## src/rtl/nird_ctrl_pkg.sv

```systemverilog
// Shared types and sizing helpers for the NI/RD frame sequencer.
// Defaults describe a 30x30 frame.
package nird_ctrl_pkg;

   typedef enum logic [1:0] {
      ST_IDLE,
      ST_FEED,
      ST_DRAIN,
      ST_DONE
   } state_e;

   localparam int COLS_DEF     = 30;
   localparam int ROWS_DEF     = 30;
   localparam int FRAME_PIXELS = COLS_DEF * ROWS_DEF;

   function automatic int addr_bits(input int n);
      int w;
      w = 0;
      for (int i = 0; i < 31; i++) begin
         if ((1 << i) < n) begin
            w = i + 1;
         end
      end
      return w;
   endfunction

endpackage

```

## src/rtl/nird_result_writer.sv

```systemverilog
// Captures {ni, rd} results into the result memory.
// The write pointer saturates on the last pixel; the count keeps going.
module nird_result_writer
   import nird_ctrl_pkg::*;
#(
   parameter int ADDR_W = 10,
   parameter int NPIX   = FRAME_PIXELS
) (
   input  logic              clk,
   input  logic              rst,
   input  logic              clear_i,
   input  logic              capture_en_i,
   input  logic              res_done_i,
   input  logic [3:0]        ni_i,
   input  logic [3:0]        rd_i,
   output logic [ADDR_W-1:0] res_addr_o,
   output logic [7:0]        res_wdata_o,
   output logic              res_we_o,
   output logic [ADDR_W:0]   res_count_o
);

   localparam logic [ADDR_W-1:0] LAST = ADDR_W'(NPIX - 1);

   logic [ADDR_W-1:0] ptr_q, ptr_d;
   logic              full_q, full_d;
   logic [ADDR_W-1:0] addr_q, addr_d;
   logic [7:0]        wdata_q, wdata_d;
   logic              we_q, we_d;
   logic [ADDR_W:0]   cnt_q, cnt_d;

   always_comb begin
      ptr_d   = ptr_q;
      full_d  = full_q;
      addr_d  = addr_q;
      wdata_d = wdata_q;
      we_d    = 1'b0;
      cnt_d   = cnt_q;
      if (clear_i) begin
         ptr_d  = '0;
         full_d = 1'b0;
         addr_d = '0;
         cnt_d  = '0;
      end else if (capture_en_i && res_done_i) begin
         if (cnt_q != '1) begin
            cnt_d = cnt_q + 1'b1;
         end
         // Once the last address is written, later results are dropped.
         if (!full_q) begin
            we_d    = 1'b1;
            addr_d  = ptr_q;
            wdata_d = {ni_i, rd_i};
            if (ptr_q == LAST) begin
               full_d = 1'b1;
            end else begin
               ptr_d = ptr_q + 1'b1;
            end
         end
      end
   end

   always_ff @(posedge clk or posedge rst) begin
      if (rst) begin
         ptr_q   <= '0;
         full_q  <= 1'b0;
         addr_q  <= '0;
         wdata_q <= '0;
         we_q    <= 1'b0;
         cnt_q   <= '0;
      end else begin
         ptr_q   <= ptr_d;
         full_q  <= full_d;
         addr_q  <= addr_d;
         wdata_q <= wdata_d;
         we_q    <= we_d;
         cnt_q   <= cnt_d;
      end
   end

   assign res_addr_o  = addr_q;
   assign res_wdata_o = wdata_q;
   assign res_we_o    = we_q;
   assign res_count_o = cnt_q;

endmodule

```

## src/rtl/nird_frame_ctrl.sv

```systemverilog
// Frame sequencer: streams one frame of original/median pixels into the
// NI/RD datapath, captures its results and watches for a stalled drain.
module nird_frame_ctrl
   import nird_ctrl_pkg::*;
#(
   parameter int COLS          = COLS_DEF,
   parameter int ROWS          = ROWS_DEF,
   parameter int ADDR_W        = addr_bits(COLS * ROWS),
   parameter int DRAIN_TIMEOUT = 4096
) (
   input  logic              clk,
   input  logic              rst,
   input  logic              start_i,
   input  logic              abort_i,
   output logic [ADDR_W-1:0] src_addr_o,
   output logic              src_rd_o,
   input  logic [7:0]        orig_q_i,
   input  logic [7:0]        med_q_i,
   output logic [7:0]        data_original_o,
   output logic              done_original_o,
   output logic [7:0]        m_3x3_o,
   output logic              done_m_3x3_o,
   input  logic [3:0]        ni_i,
   input  logic [3:0]        rd_i,
   input  logic              res_done_i,
   input  logic              res_progress_done_i,
   output logic [ADDR_W-1:0] res_addr_o,
   output logic [7:0]        res_wdata_o,
   output logic              res_we_o,
   output logic              busy_o,
   output logic              frame_done_o,
   output logic              timeout_o,
   output logic [ADDR_W:0]   res_count_o
);

   localparam int NPIX = COLS * ROWS;
   localparam int WD_W = $clog2(DRAIN_TIMEOUT + 1);

   localparam logic [ADDR_W-1:0] LAST_PIX = ADDR_W'(NPIX - 1);
   localparam logic [WD_W-1:0]   WD_LAST  = WD_W'(DRAIN_TIMEOUT - 1);

   state_e            state_q, state_d;
   logic [ADDR_W-1:0] pix_q, pix_d;
   logic [WD_W-1:0]   wd_q, wd_d;
   logic              to_q, to_d;
   logic              stb_q, stb_d;
   logic              clear;
   logic              cap_en;

   assign clear  = (state_q == ST_IDLE) && start_i && !abort_i;
   assign cap_en = ((state_q == ST_FEED) || (state_q == ST_DRAIN))
                   && !abort_i;

   always_comb begin
      state_d = state_q;
      pix_d   = pix_q;
      wd_d    = wd_q;
      to_d    = to_q;
      stb_d   = 1'b0;
      unique case (state_q)
         ST_IDLE: begin
            if (start_i) begin
               state_d = ST_FEED;
               pix_d   = '0;
               to_d    = 1'b0;
            end
         end
         ST_FEED: begin
            stb_d = 1'b1;
            if (pix_q == LAST_PIX) begin
               state_d = ST_DRAIN;
               wd_d    = '0;
            end else begin
               pix_d = pix_q + 1'b1;
            end
         end
         ST_DRAIN: begin
            wd_d = wd_q + 1'b1;
            if (res_progress_done_i) begin
               state_d = ST_DONE;
            end else if (wd_q == WD_LAST) begin
               to_d    = 1'b1;
               state_d = ST_DONE;
            end
         end
         ST_DONE: begin
            state_d = ST_IDLE;
         end
      endcase
      // Abort overrides everything, including a start seen in IDLE.
      if (abort_i) begin
         state_d = ST_IDLE;
         pix_d   = pix_q;
         wd_d    = wd_q;
         to_d    = to_q;
         stb_d   = 1'b0;
      end
   end

   always_ff @(posedge clk or posedge rst) begin
      if (rst) begin
         state_q <= ST_IDLE;
         pix_q   <= '0;
         wd_q    <= '0;
         to_q    <= 1'b0;
         stb_q   <= 1'b0;
      end else begin
         state_q <= state_d;
         pix_q   <= pix_d;
         wd_q    <= wd_d;
         to_q    <= to_d;
         stb_q   <= stb_d;
      end
   end

   // Source memories return data one cycle after the read, aligned
   // with the registered strobe.
   assign src_rd_o        = (state_q == ST_FEED);
   assign src_addr_o      = pix_q;
   assign done_original_o = stb_q;
   assign done_m_3x3_o    = stb_q;
   assign data_original_o = stb_q ? orig_q_i : 8'h00;
   assign m_3x3_o         = stb_q ? med_q_i : 8'h00;
   assign busy_o          = (state_q == ST_FEED) || (state_q == ST_DRAIN);
   assign frame_done_o    = (state_q == ST_DONE);
   assign timeout_o       = to_q;

   nird_result_writer #(
      .ADDR_W (ADDR_W),
      .NPIX   (NPIX)
   ) u_writer (
      .clk          (clk),
      .rst          (rst),
      .clear_i      (clear),
      .capture_en_i (cap_en),
      .res_done_i   (res_done_i),
      .ni_i         (ni_i),
      .rd_i         (rd_i),
      .res_addr_o   (res_addr_o),
      .res_wdata_o  (res_wdata_o),
      .res_we_o     (res_we_o),
      .res_count_o  (res_count_o)
   );

endmodule

```

## config.mk

```make
export PLATFORM = sky130hd
export DESIGN_NAME = nird_frame_ctrl
export DESIGN_NICKNAME = d
export VERILOG_FILES = /design/src/rtl/nird_ctrl_pkg.sv /design/src/rtl/nird_result_writer.sv /design/src/rtl/nird_frame_ctrl.sv
export SDC_FILE = /design/constraint.sdc
export NUM_CORES = 1
export LEC_CHECK = 0
export ABC_AREA = 1
export CAP_MARGIN = 20
export CORE_MARGIN = 2
export CORE_UTILIZATION = 46
export CTS_CLUSTER_DIAMETER = 40
export DETAILED_ROUTE_END_ITERATION = 16
export GPL_TIMING_DRIVEN = 0
export PLACE_DENSITY = 0.77
export SLEW_MARGIN = 10
export SYNTH_ARGS = -nofsm -noshare
export SYNTH_HDL_FRONTEND = slang
export SYNTH_SLANG_ARGS = --single-unit
```

## constraint.sdc

```tcl
create_clock -name clk -period 2.6 [get_ports clk]
set_clock_uncertainty 0.1 [all_clocks]
set_input_delay 0.78 -clock clk [delete_from_list [all_inputs] [get_ports clk]]
set_output_delay 0.78 -clock clk [all_outputs]
set_load 0.01 [all_outputs]
```

==> results of run 1 <==
timing repair:
action                     in CTS  in global routing
setup endpoints to repair      16                  1
pin swaps                       0                  0
resized for setup              17                  1
Yosys cell counts, types with 2 or more instances:
library cell | n | area [um2]
sky130_fd_sc_hd__buf_6 | 3 | 33.8
sky130_fd_sc_hd__xnor2_1 | 4 | 35.0
sky130_fd_sc_hd__o21bai_1 | 4 | 30.0
sky130_fd_sc_hd__o22ai_1 | 2 | 12.5
sky130_fd_sc_hd__ha_1 | 8 | 100
sky130_fd_sc_hd__nand3b_1 | 3 | 22.5
sky130_fd_sc_hd__nand3_1 | 53 | 265
sky130_fd_sc_hd__nor2_1 | 38 | 143
sky130_fd_sc_hd__nand4_1 | 11 | 68.8
sky130_fd_sc_hd__inv_1 | 63 | 236
sky130_fd_sc_hd__or2_2 | 3 | 18.8
sky130_fd_sc_hd__nand2_1 | 181 | 679
sky130_fd_sc_hd__xor2_1 | 8 | 70.1
sky130_fd_sc_hd__dfrtp_1 | 68 | 1700
sky130_fd_sc_hd__a21oi_1 | 4 | 20.0
sky130_fd_sc_hd__o21ai_2 | 10 | 87.6
sky130_fd_sc_hd__nor3b_1 | 2 | 15.0
sky130_fd_sc_hd__nand2_2 | 5 | 31.3
sky130_fd_sc_hd__clkbuf_1 | 4 | 15.0
sky130_fd_sc_hd__o21ai_0 | 30 | 150
sky130_fd_sc_hd__nor3_1 | 9 | 45.0
sky130_fd_sc_hd__buf_4 | 2 | 15.0
sky130_fd_sc_hd__buf_2 | 5 | 25.0
sky130_fd_sc_hd__inv_2 | 5 | 18.8
metal layers:
metal  wire (um)  global-route usage  part of all wire
met5           0                   0                 0
met4         136              0.0739             0.015
met3         513              0.0295             0.055
met2        4580               0.365              0.49
met1        4140               0.272              0.44
registers in the layout, indices dropped and copies added, names as in the netlist:
signal                flops
wd_q                     13
u_writer.res_count_o     11
src_addr_o               10
u_writer.ptr_q           10
u_writer.res_addr_o      10
u_writer.res_wdata_o      8
state_q                   2
done_m_3x3_o              1
timeout_o                 1
u_writer.full_q           1
u_writer.res_we_o         1
power by group through the flow:
stage	clock network (mW)	registers, mW	logic (mW)
after floorplan	0	1.41	0.791
after global placement	0	1.37	1.41
after detailed placement	0	1.37	1.45
after CTS	0.870	1.36	1.42
after global routing	0.913	1.39	1.57
final	0.851	1.36	1.40
kinds of logic (layout without fill, tap and decap cells):
| family | count (synthesis) | count (layout) | share of synthesized area |
|---|---|---|---|
| flip-flops | 68 | 68 | 0.432 |
| AO/OA/AOI/OAI | 51 | 51 | 0.0804 |
| adder cells (fa/ha/maj) | 8 | 8 | 0.0254 |
| buffers and inverters | 84 | 191 | 0.0899 |
| XOR/XNOR | 12 | 12 | 0.0267 |
| AND/OR/NAND/NOR | 311 | 311 | 0.346 |
cell type report:
type	instances	area share
Clock buffer	10	0.0246
Multi-Input combinational cell	382	0.363
Sequential cell	68	0.328
Tap cell	105	0.0253
Inverter	69	0.0509
Clock inverter	6	0.0126
Buffer	14	0.0174
Timing Repair Buffer	92	0.178
worst max path at each step:
| stage | cells after the start | endpoint | slack [ps] |
|---|---|---|---|
| 2_1_floorplan | 1 | done_m_3x3_o$_DFF_PP0_ | 8 |
| 3_3_place_gp | 2 | u_writer.res_count_o[3]$_DFFE_PP0P_ | -1170 |
| 6_report | 4 | data_original_o[6] | 100 |
| 5_1_grt | 3 | src_rd_o | 20 |
| 4_1_cts | 3 | busy_o | 20 |
| 3_5_place_dp | 4 | data_original_o[5] | -190 |
worst max-delay path, stage by stage:
cell,delay (ps)
sky130_fd_sc_hd__clkdlybuf4s50_1,450
sky130_fd_sc_hd__nand2_1,50
sky130_fd_sc_hd__inv_1,70
sky130_fd_sc_hd__dlygate4sd2_1,260
stage by stage:
step                utilization  instances  total power [mW]  hold slack (ps)
floorplan                     -        534              2.20              377
global placement          0.603        730              2.78              362
detailed placement        0.607        731              2.82              369
CTS                       0.627        746              3.65              390
global route              0.628        746              3.87              417
finish                    0.628        746              3.62              389
==> reports/results.txt, run 1 <==
The logs give 5010 um2 for the standard cell area after detailed placement and 0 for the initial antenna violation count. At the end of routability-driven placement, the weighted congestion stood at 0.936. The flow ran to the end, and the final reports show no timing, DRC or antenna violations. The synthesized netlist occupies a cell area of 3940 um2. Total CTS buffers: 9. The slew at the pin with the worst max-slew slack works out to 494 ps. The tools report the endpoint with the worst hold slack as u_writer.res_wdata_o[7]$_DFFE_PP0P_. Dividing the detail-routed via count by the number of cells gives 5.02. Pin placement for this block handled 92 I/O pins. The first element of the critical path is orig_q_i[6].

The tools report the residual antenna-violating net count after detailed routing as 0. In the final layout, the multi-input gates occupy 1880 um2. At the later pin of the worst-skew pair, clock insertion delay measures 340 ps.

The post-route clock period utilization came out at 0.962. The most common cell after layout, fill and taps aside was sky130_fd_sc_hd__nand2_1. The effective utilization at floorplan was 0.477. The H-tree was split into 3 levels. Detailed placement ended at an HPWL of 6960 um. The tools report the final setup TNS as 0 ps. In this run the critical register-to-register path is captured at u_writer.res_count_o[3]$_DFFE_PP0P_.

Setup repair after global routing left no endpoint under its margin. 0 antenna diodes ended up in the layout. The number of remaining DRC errors is 0.

In this run the power density over the cells is 698 nW/um2. The longest clock path from root to sink contains 2 buffers. The logs give 720 for the filler cell count and 1.35 mW for the reported net switching power.

The maximum fanout count along the critical path works out to 1. Before antenna repair, the detailed router went through 4 iterations. Worst hold path class: reg -> reg.

The number of cells traversed by the worst register-to-register path is 8. After layout, the worst setup slack is 98.5 ps. With fillers left out, the area of the finished cells amounts to 5180 um2. The register area share after synthesis is 0.432. TritonCTS built the clock tree. The async set or reset register ratio after synthesis works out to 1.00. The starting DRC count in detailed routing is 166.

Layout-stage area growth over the synthesis result: 31.6%. The category of the most critical setup path was in -> out. For this run, the post-layout net count is 674. The run gives 2.59 nW as the static power due to leakage. The synthesized design contains 0 enable-type register cells. The count of clock tree sinks was 68. In this run the core area contains 33 standard-cell rows. In this run the standard cell core region covers 8260 um2. The die covers 9320 um2. STA classifies the critical path endpoint as an output port. VDD sags by at most 0.519 mV. The highest achievable clock rate was 400 MHz; the mean area per synthesized cell was 7.38 um2. Max-cap violations in this run came to 0. The fraction of power consumed by sequential logic was 0.376; the placement-stage worst setup slack was -189 ps. In the final layout, flip-flops and latches occupy 1700 um2.

The worst slew margin relative to its limit came out at 0.671. STA classifies the critical path startpoint as a primary input. After clock tree synthesis, the flow added hold-fix buffers numbering 0. The global-route total usage across every layer came out at 0.211. The fraction of power consumed by combinational cells is 0.388, and the count of unique library cells instantiated by Yosys is 33.

Net count after synthesis: 572. The logs give 0 for the final hold violation count and 640 ps for the internal reg-to-reg setup slack. The die is 96.5 um tall. The internal power is 2.26 mW.

The number of flip-flops and latches in the synthesized netlist works out to 68. The total grt overflow is 0, and the via count of the first global-routing pass is 3462. The critical path arrival is 1620 ps. The fraction of power spent switching nets was 0.375; the wire length of the first global-routing pass was 15500 um.

The post-CTS clock slew at the launch and capture registers of the worst setup and hold paths was 80 ps. The die is 96.5 um wide. The hold path depth is 2. The clock network power share was 0.235. Entering global routing, the biggest net connects 55 pins. The number of warnings issued by yosys is 0, and the total vias in the final route is 3743. Among all flip-flop cells after synthesis, the most frequent one is sky130_fd_sc_hd__dfrtp_1. In the final routed layout, each cell accounts on average for 12.6 um. The tools report the number of endpoints failing setup at the final stage as 0. The proportion of layout cells with a drive suffix above 1 is 0.0920. The tools report the root buffer cell as sky130_fd_sc_hd__clkbuf_8. The post-CTS setup-driven buffer insertion count is 0, and the number of I/O port buffers is 91. The tools report the max-slew violation count as 0. The number of instances in the synthesized netlist came out at 534. The final period demand of the worst path works out to 2500 ps. The worst hold path begins at u_writer.res_wdata_o[7]$_DFFE_PP0P_. The wire length reported by the detailed router came out at 9370 um.

The library cells used most frequently in the layout, excluding fill and tap cells, are sky130_fd_sc_hd__nand2_1 (181), sky130_fd_sc_hd__clkdlybuf4s50_1 (74), sky130_fd_sc_hd__dfrtp_1 (68). The startpoint of the worst register-to-register path was state_q[0]$_DFFE_PP0P_. For the required time of the critical path, the log shows 1720 ps.
(Power assumes the default switching activity.)
==> run 2, diff against run 1 <==
CORE_UTILIZATION = 45   (was 46)
CTS_CLUSTER_SIZE = 12   (was default)
PLACE_DENSITY = 0.76   (was 0.77)
SYNTH_HIERARCHICAL = 1   (was default)
==> reports/results.txt, run 2 <==
The count of unique library cells instantiated by Yosys was 31 (-6.1%). The reported net switching power came out at 1.31 mW (-3.5%). The required time of the critical path was 1720 ps (about the same); the global-route total usage across every layer was 0.209 (-0.00195). The slew at the pin with the worst max-slew slack was 588 ps (+94.2 ps). The via count of the first global-routing pass is 3572 (+3.2%), and the flip-flop count of the largest register after layout is 13 (unchanged). The number of flops mapped to enable cells by yosys was 0 (unchanged).

The tools report the I/O pin total as 92 (unchanged). The height of the die is 96.7 um (+0.16%). The flow ran to the end, and the final reports show no timing, DRC or antenna violations. The fraction of power spent switching nets works out to 0.339 (-0.0357). The maximum fanout count along the critical path was 1 (unchanged). Leaving out fill and tap cells, the most frequent cell in the layout is sky130_fd_sc_hd__nand2_1. The smallest hold slack was 386 ps (-3.45 ps). The number of flip-flops and latches in the synthesized netlist is 68 (unchanged), and the routed via count divided by cell count is 5.02 (about the same). For the number of warnings issued by yosys, the log shows 6 (+6).

The overall die area was 9350 um2 (+0.32%). The cell taking the most area after synthesis was sky130_fd_sc_hd__dfrtp_1. The run gives 0.357 (-0.019) as the fraction of power consumed by sequential logic. For the row count, the log shows 33 (unchanged). The initial antenna violation count is 0 (unchanged), and the average wire per cell in the routed design is 13.1 um (+4.6%). Number of violations of the max-capacitance limit: 0 (unchanged). Leaving out fill and tap cells, the most frequent cells in the layout are sky130_fd_sc_hd__nand2_1 (180), sky130_fd_sc_hd__clkdlybuf4s50_1 (74), sky130_fd_sc_hd__dfrtp_1 (68). Net count after synthesis: 556 (-2.8%). For the count of H-tree levels built during CTS, the log shows 3 (unchanged). For the number of endpoints failing setup at the final stage, the log shows 0 (unchanged). The final total power came out at 3.86 mW (+6.7%). Pin count of the biggest net entering global routing: 33 (-40%).

The proportion of layout cells with a drive suffix above 1 was 0.0971 (+0.00509); the quantity of hold-fixing buffers added after cts was 0 (unchanged). The tools report the static power due to leakage as 2.60 nW (+0.49%). The final hold violation count was 0 (unchanged); the maximum buffer depth of the clock tree was 2 (unchanged). The count of clock tree sinks is 68 (unchanged). The total vias in the final route is 3676 (-1.8%). The run gives 0.336 (-0.052) as the fraction of power consumed by combinational cells. The area of the core is 8260 um2 (unchanged).

The global placement routability congestion is 0.891 (-4.7%), and the number of instances in the synthesized netlist is 518 (-3.0%). The HPWL after detailed placement was 6910 um (-0.76%); the mean area per synthesized cell was 7.46 um2 (+1.2%). The tree is rooted in a sky130_fd_sc_hd__clkbuf_8. The commonest cells after synthesis are sky130_fd_sc_hd__nand2_1 (180), sky130_fd_sc_hd__dfrtp_1 (68), sky130_fd_sc_hd__inv_1 (61), sky130_fd_sc_hd__nor2_1 (44), sky130_fd_sc_hd__nand3_1 (39). In this run the worst hold path is classified as reg -> reg.

The top-area cell type share of the netlist area came out at 0.440 (+0.00811). Post-CTS clock slew at the launch and capture registers of the worst setup and hold paths: 70 ps (about the same). The residual antenna-violating net count after detailed routing is 0 (unchanged), and the minimum setup slack in the final design is 95.4 ps (-3.11 ps).

The peak supply drop is 0.527 mV (+1.5%). TritonCTS built the clock tree. The areal power density over the cells is 739 nW/um2 (+5.9%).

The max-slew violation count was 0 (unchanged); the post-route clock period utilization was 0.963 (+0.00120). The total grt overflow was 0 (unchanged). The logs give 0.308 (+0.073) for the clock network power share and 2.55 mW (+13%) for the internal power. For the highest achievable clock rate, the log shows 399 MHz (-0.12%). The tools report the launching element type of the critical path as a primary input.

The worst setup path is captured at an output port. Overall die width: 96.7 um (+0.16%). The critical path is of the in -> out type.

For the worst slew margin relative to its limit, the log shows 0.608 (-0.0632). The final period demand of the worst path works out to 2500 ps (+3.11 ps). Register name with the most flops: wd_q. Critical path arrival: 1620 ps (about the same).

The run gives 0.440 (+0.00811) as the register area share after synthesis. Synthesized cell area: 3870 um2 (-1.8%). Total CTS buffers: 9 (unchanged). The effective utilization at floorplan is 0.468 (-0.00879), and the async set or reset register ratio after synthesis is 1.00 (unchanged). Setup repair after global routing left no endpoint under its margin. The starting DRC count in detailed routing is 181 (+9.0%), and the number of I/O port buffers is 91 (unchanged).

Sorting the synthesized cells by area gives the leading types as sky130_fd_sc_hd__dfrtp_1 (44%), sky130_fd_sc_hd__nand2_1 (17%), sky130_fd_sc_hd__inv_1 (5.9%). The run gives 0 (unchanged) as the number of remaining DRC errors. For this run, the leading register cell type out of synthesis is sky130_fd_sc_hd__dfrtp_1. Clock latency at the later pin of the worst-skew pair: 340 ps (about the same).

The wire length of the first global-routing pass was 16500 um (+6.6%); the layout-stage area growth over the synthesis result was 35.1%. Placement-stage worst setup slack: -363 ps (-174 ps). The wire length reported by the detailed router was 9630 um (+2.8%).

The most used standard cell by instance count after synthesis was sky130_fd_sc_hd__nand2_1. The count of nets after finishing came out at 661 (-1.9%). Final antenna diode count: 0 (unchanged). The tools report the count of TritonRoute iterations in the first routing pass as 6 (+2).
-- run 2: cell types whose count changed in the layout (fill, tap and decap cells not counted), moves of 4 or more --
cell                      before  now
sky130_fd_sc_hd__o21ai_1       0   14
sky130_fd_sc_hd__nor2_2        1    9
sky130_fd_sc_hd__o21ai_2      10    4
sky130_fd_sc_hd__nand3_1      53   39
sky130_fd_sc_hd__nand2_4       1    5
sky130_fd_sc_hd__xor2_1        8   16
sky130_fd_sc_hd__nor2_1       38   43
sky130_fd_sc_hd__o21ai_0      30   19
sky130_fd_sc_hd__nor3_1        9    3
-- run 2: worst max-delay path, stage by stage --
cell and delay (ps):
sky130_fd_sc_hd__clkdlybuf4s50_1 460, sky130_fd_sc_hd__nand2_1 60, sky130_fd_sc_hd__inv_1 50, sky130_fd_sc_hd__dlygate4sd2_1 270
-- run 2: stage by stage --
| stage | util | TNS [ps] | cells | instance area, um2 |
|---|---|---|---|---|
| 6_report | 0.633 | 0 | 733 | 5230 |
| 5_1_grt | 0.633 | 0 | 733 | 5230 |
| 4_1_cts | 0.627 | 0 | 730 | 5180 |
| 3_5_place_dp | 0.597 | -14460 | 715 | 4930 |
| 3_3_place_gp | 0.594 | -17540 | 714 | 4910 |
| 2_1_floorplan | - | 0 | 518 | 3870 |
-- run 2: layer usage --
metal | wire length (um) | vias to the layer above | global-route usage | share of wire
met5 | 0 | - | 0 | 0
met3 | 571 | 18 | 0.0470 | 0.059
met4 | 187 | 0 | 0.0715 | 0.019
li1 | - | 1827 | - | -
met1 | 4150 | 1719 | 0.273 | 0.43
met2 | 4720 | 112 | 0.345 | 0.49
-- run 2: repair_timing --
action / 4_1_cts / 5_1_grt
gates resized for setup: 18 / 1
buffers inserted: 0 / 2
setup endpoints to repair: 30 / 1
-- run 2: final cells by class --
type	count	area [um2]
Fill cell	698	3030
Clock buffer	10	138
Inverter	66	253
Timing Repair Buffer	95	956
Tap cell	105	131
Clock inverter	6	134
Sequential cell	68	1700
Multi-Input combinational cell	372	1830
Buffer	11	81.3
-- run 2: cells by family after synthesis --
logic type,synth area share
buf+inv,0.0871
xor+xnor,0.0430
fa+ha+maj,0.0259
compound gates,0.0634
simple gates,0.340
flops,0.440
-- run 2: worst paths after layout --
path	slack, ps	depth (start not counted)	endpoint	start
hold / removal	390	2	u_writer/res_wdata_o[6]$_DFFE_PP0P_	u_writer/res_wdata_o[6]$_DFFE_PP0P_
min in group asynchronous	620	2	u_writer/res_wdata_o[3]$_DFFE_PP0P_	rst
setup / recovery	100	4	m_3x3_o[3]	med_q_i[3]
max in group asynchronous	1280	3	wd_q[12]$_DFFE_PP0P_	rst
setup reg to reg	460	8	u_writer/res_addr_o[1]$_DFFE_PP0P_	state_q[1]$_DFFE_PP0P_
hold reg to reg	390	2	u_writer/res_wdata_o[6]$_DFFE_PP0P_	u_writer/res_wdata_o[6]$_DFFE_PP0P_
-- run 2: power groups by stage --
stage / registers [mW] / logic, mW / clock network, mW
final: 1.38 / 1.30 / 1.19
after global routing: 1.40 / 1.45 / 1.24
after CTS: 1.38 / 1.27 / 1.19
after detailed placement: 1.38 / 1.29 / 0
after global placement: 1.38 / 1.26 / 0
after floorplan: 1.41 / 0.690 / 0
==> run 3, diff against run 2 <==
CORE_MARGIN = 1.5   (was 2)
==> reports/results.txt, run 3 (same netlist as run 2, synthesis figures left out) <==
Global placement routability congestion: 0.899 (+0.86%). The average wire per cell in the routed design is 12.6 um (-3.7%), and the peak supply drop is 0.457 mV (-13%). Area of the core: 8260 um2 (unchanged). The maximum fanout count along the critical path is 1 (unchanged), and the total CTS buffers is 9 (unchanged).

The worst slew margin relative to its limit is 0.631 (+0.0232), and the starting DRC count in detailed routing is 202 (+12%). The run gives 4390 um (-6.9%) as the wire length on met2. The tools report the count of clock tree sinks as 68 (unchanged). Fraction of power consumed by combinational cells: 0.360 (+0.024). The register name with the most flops was wd_q. The share of the core filled with cells in the final layout was 0.624 (-0.00849); the final hold violation count was 0 (unchanged). The routed via count divided by cell count is 4.98 (-0.76%), and the height of the die is 95.7 um (-1.0%).

The post-route clock period utilization was 0.963 (about the same); the internal power was 2.28 mW (-11%). The sum of routed wire segments on met1 was 4050 um (-2.5%); the required time of the critical path was 1720 ps (about the same). The effective utilization at floorplan was 0.468 (unchanged). The path class of the tightest hold or removal check is reg -> reg. The count of H-tree levels built during CTS is 3 (unchanged), and the number of I/O port buffers is 91 (unchanged).

The detailed route wirelength on metal3 was 678 um (+19%); the wire length reported by the detailed router was 9270 um (-3.7%). Max-slew violation count: 0 (unchanged). Fraction of power spent switching nets: 0.359 (+0.0198). The layout-stage area growth over the synthesis result is 33.3%. Fraction of power consumed by sequential logic: 0.386 (+0.029). The logs give 9160 um2 (-2.1%) for the overall die area and 0 (unchanged) for the total grt overflow.

The tools report the critical path arrival as 1620 ps (about the same). The final cell count without fillers was 733 (unchanged). Number of instances in the placed design: 715 (unchanged). The launching element type of the critical path is a primary input. In this run the clock root is driven by a sky130_fd_sc_hd__clkbuf_8. The smallest hold slack came out at 386 ps (-0.0550 ps). The clock network power share is 0.253 (-0.055).

Total vias in the final route: 3648 (-0.76%). The number of violations of the max-capacitance limit was 0 (unchanged); the clock latency at the later pin of the worst-skew pair was 340 ps (about the same). The tools report the count of TritonRoute iterations in the first routing pass as 5 (-1).

The flow ran to the end, and the final reports show no timing, DRC or antenna violations. The count of nets after finishing was 661 (unchanged). For the residual antenna-violating net count after detailed routing, the log shows 0 (unchanged).

The maximum buffer depth of the clock tree is 2 (unchanged), and the overall die width is 95.7 um (-1.0%). The run gives 0 (unchanged) as the quantity of hold-fixing buffers added after cts. The final period demand of the worst path is 2500 ps (-0.413 ps).

The post-CTS clock slew at the launch and capture registers of the worst setup and hold paths works out to 70 ps (about the same). For the global-route total usage across every layer, the log shows 0.215 (+0.00630). The pin count of the biggest net entering global routing was 34 (+3.0%). The flip-flop count of the largest register after layout is 13 (unchanged), and the number of remaining DRC errors is 0 (unchanged). The top cell types in the final layout, fill and taps aside, are sky130_fd_sc_hd__nand2_1 (180), sky130_fd_sc_hd__clkdlybuf4s50_1 (74), sky130_fd_sc_hd__dfrtp_1 (68).

The run gives 0 ps (unchanged) as the final setup TNS. Setup repair after global routing left no endpoint under its margin. The uppermost signal routing layer after detailed routing was met4. Number of endpoints failing setup at the final stage: 0 (unchanged). Row count: 33 (unchanged). The proportion of layout cells with a drive suffix above 1 is 0.0939 (-0.00318), and the highest achievable clock rate is 399 MHz (about the same). The initial antenna violation count was 0 (unchanged); the wire length of the first global-routing pass was 15400 um (-6.6%). The worst setup path is of the in -> out kind.

Reported net switching power: 1.27 mW (-2.7%). The areal power density over the cells works out to 688 nW/um2 (-6.8%). TritonCTS built the clock tree.

The slew at the pin with the worst max-slew slack was 553 ps (-34.8 ps). The run gives 3445 (-3.6%) as the via count of the first global-routing pass. The logs give 6800 um (-1.6%) for the HPWL after detailed placement and 0 (unchanged) for the final antenna diode count.

The most common cell after layout, fill and taps aside was sky130_fd_sc_hd__nand2_1. The run gives 2.57 nW (-1.5%) as the static power due to leakage. The kind of capture point of the worst setup path is an output port.

The I/O pin total is 92 (unchanged).
## run 3: timing repair
item                                    4_1_cts  5_1_grt
gates resized for setup                      18        2
buffers inserted                              0        1
endpoints found under the setup margin       16       35
gates cloned                                  0        0
## run 3: power groups by stage
stage,clock network [mW],logic [mW],registers (mW)
final,0.899,1.28,1.37
after global routing,0.951,1.43,1.39
after floorplan,0,0.690,1.41
after CTS,0.907,1.28,1.37
after detailed placement,0,1.29,1.38
after global placement,0,1.26,1.38
## run 3: layout make-up
| class | count | area, um2 |
|---|---|---|
| Tap cell | 105 | 131 |
| Multi-Input combinational cell | 372 | 1830 |
| Timing Repair Buffer | 94 | 948 |
| Clock buffer | 12 | 155 |
| Clock inverter | 4 | 47.5 |
| Buffer | 12 | 87.6 |
| Sequential cell | 68 | 1700 |
| Inverter | 66 | 253 |
| Fill cell | 717 | 3100 |
## run 3: routing by layer
metal	global-route usage	up-vias
met4	0.0821	0
met2	0.352	133
li1	-	1830
met1	0.281	1668
met3	0.0450	17
met5	0	-
## run 3: worst max-delay path, cell delays in order
cell	delay [ps]
sky130_fd_sc_hd__clkdlybuf4s50_1	480
sky130_fd_sc_hd__nand2_1	70
sky130_fd_sc_hd__inv_1	50
sky130_fd_sc_hd__dlygate4sd2_1	260
## run 3: final timing paths
path / startpoint / end / slack, ps / cells past startpoint
worst min-delay path: u_writer/res_wdata_o[4]$_DFFE_PP0P_ / u_writer/res_wdata_o[4]$_DFFE_PP0P_ / 390 / 2
worst max-delay path: med_q_i[1] / m_3x3_o[1] / 100 / 4
max in group asynchronous: rst / wd_q[6]$_DFFE_PP0P_ / 1370 / 3
min in group asynchronous: rst / u_writer/res_wdata_o[1]$_DFFE_PP0P_ / 590 / 2
worst min register to register: u_writer/res_wdata_o[4]$_DFFE_PP0P_ / u_writer/res_wdata_o[4]$_DFFE_PP0P_ / 390 / 2
worst max register to register: state_q[0]$_DFFE_PP0P_ / u_writer/ptr_q[7]$_DFFE_PP0P_ / 480 / 11
## run 3: through the flow
stage | total power [mW] | setup WS, ps | area (um2)
4_1_cts | 3.55 | 18.6 | 5110
3_3_place_gp | 2.64 | -316 | 4910
3_5_place_dp | 2.67 | -338 | 4930
2_1_floorplan | 2.10 | 609 | 3870
5_1_grt | 3.77 | 32.3 | 5150
6_report | 3.55 | 95.8 | 5150
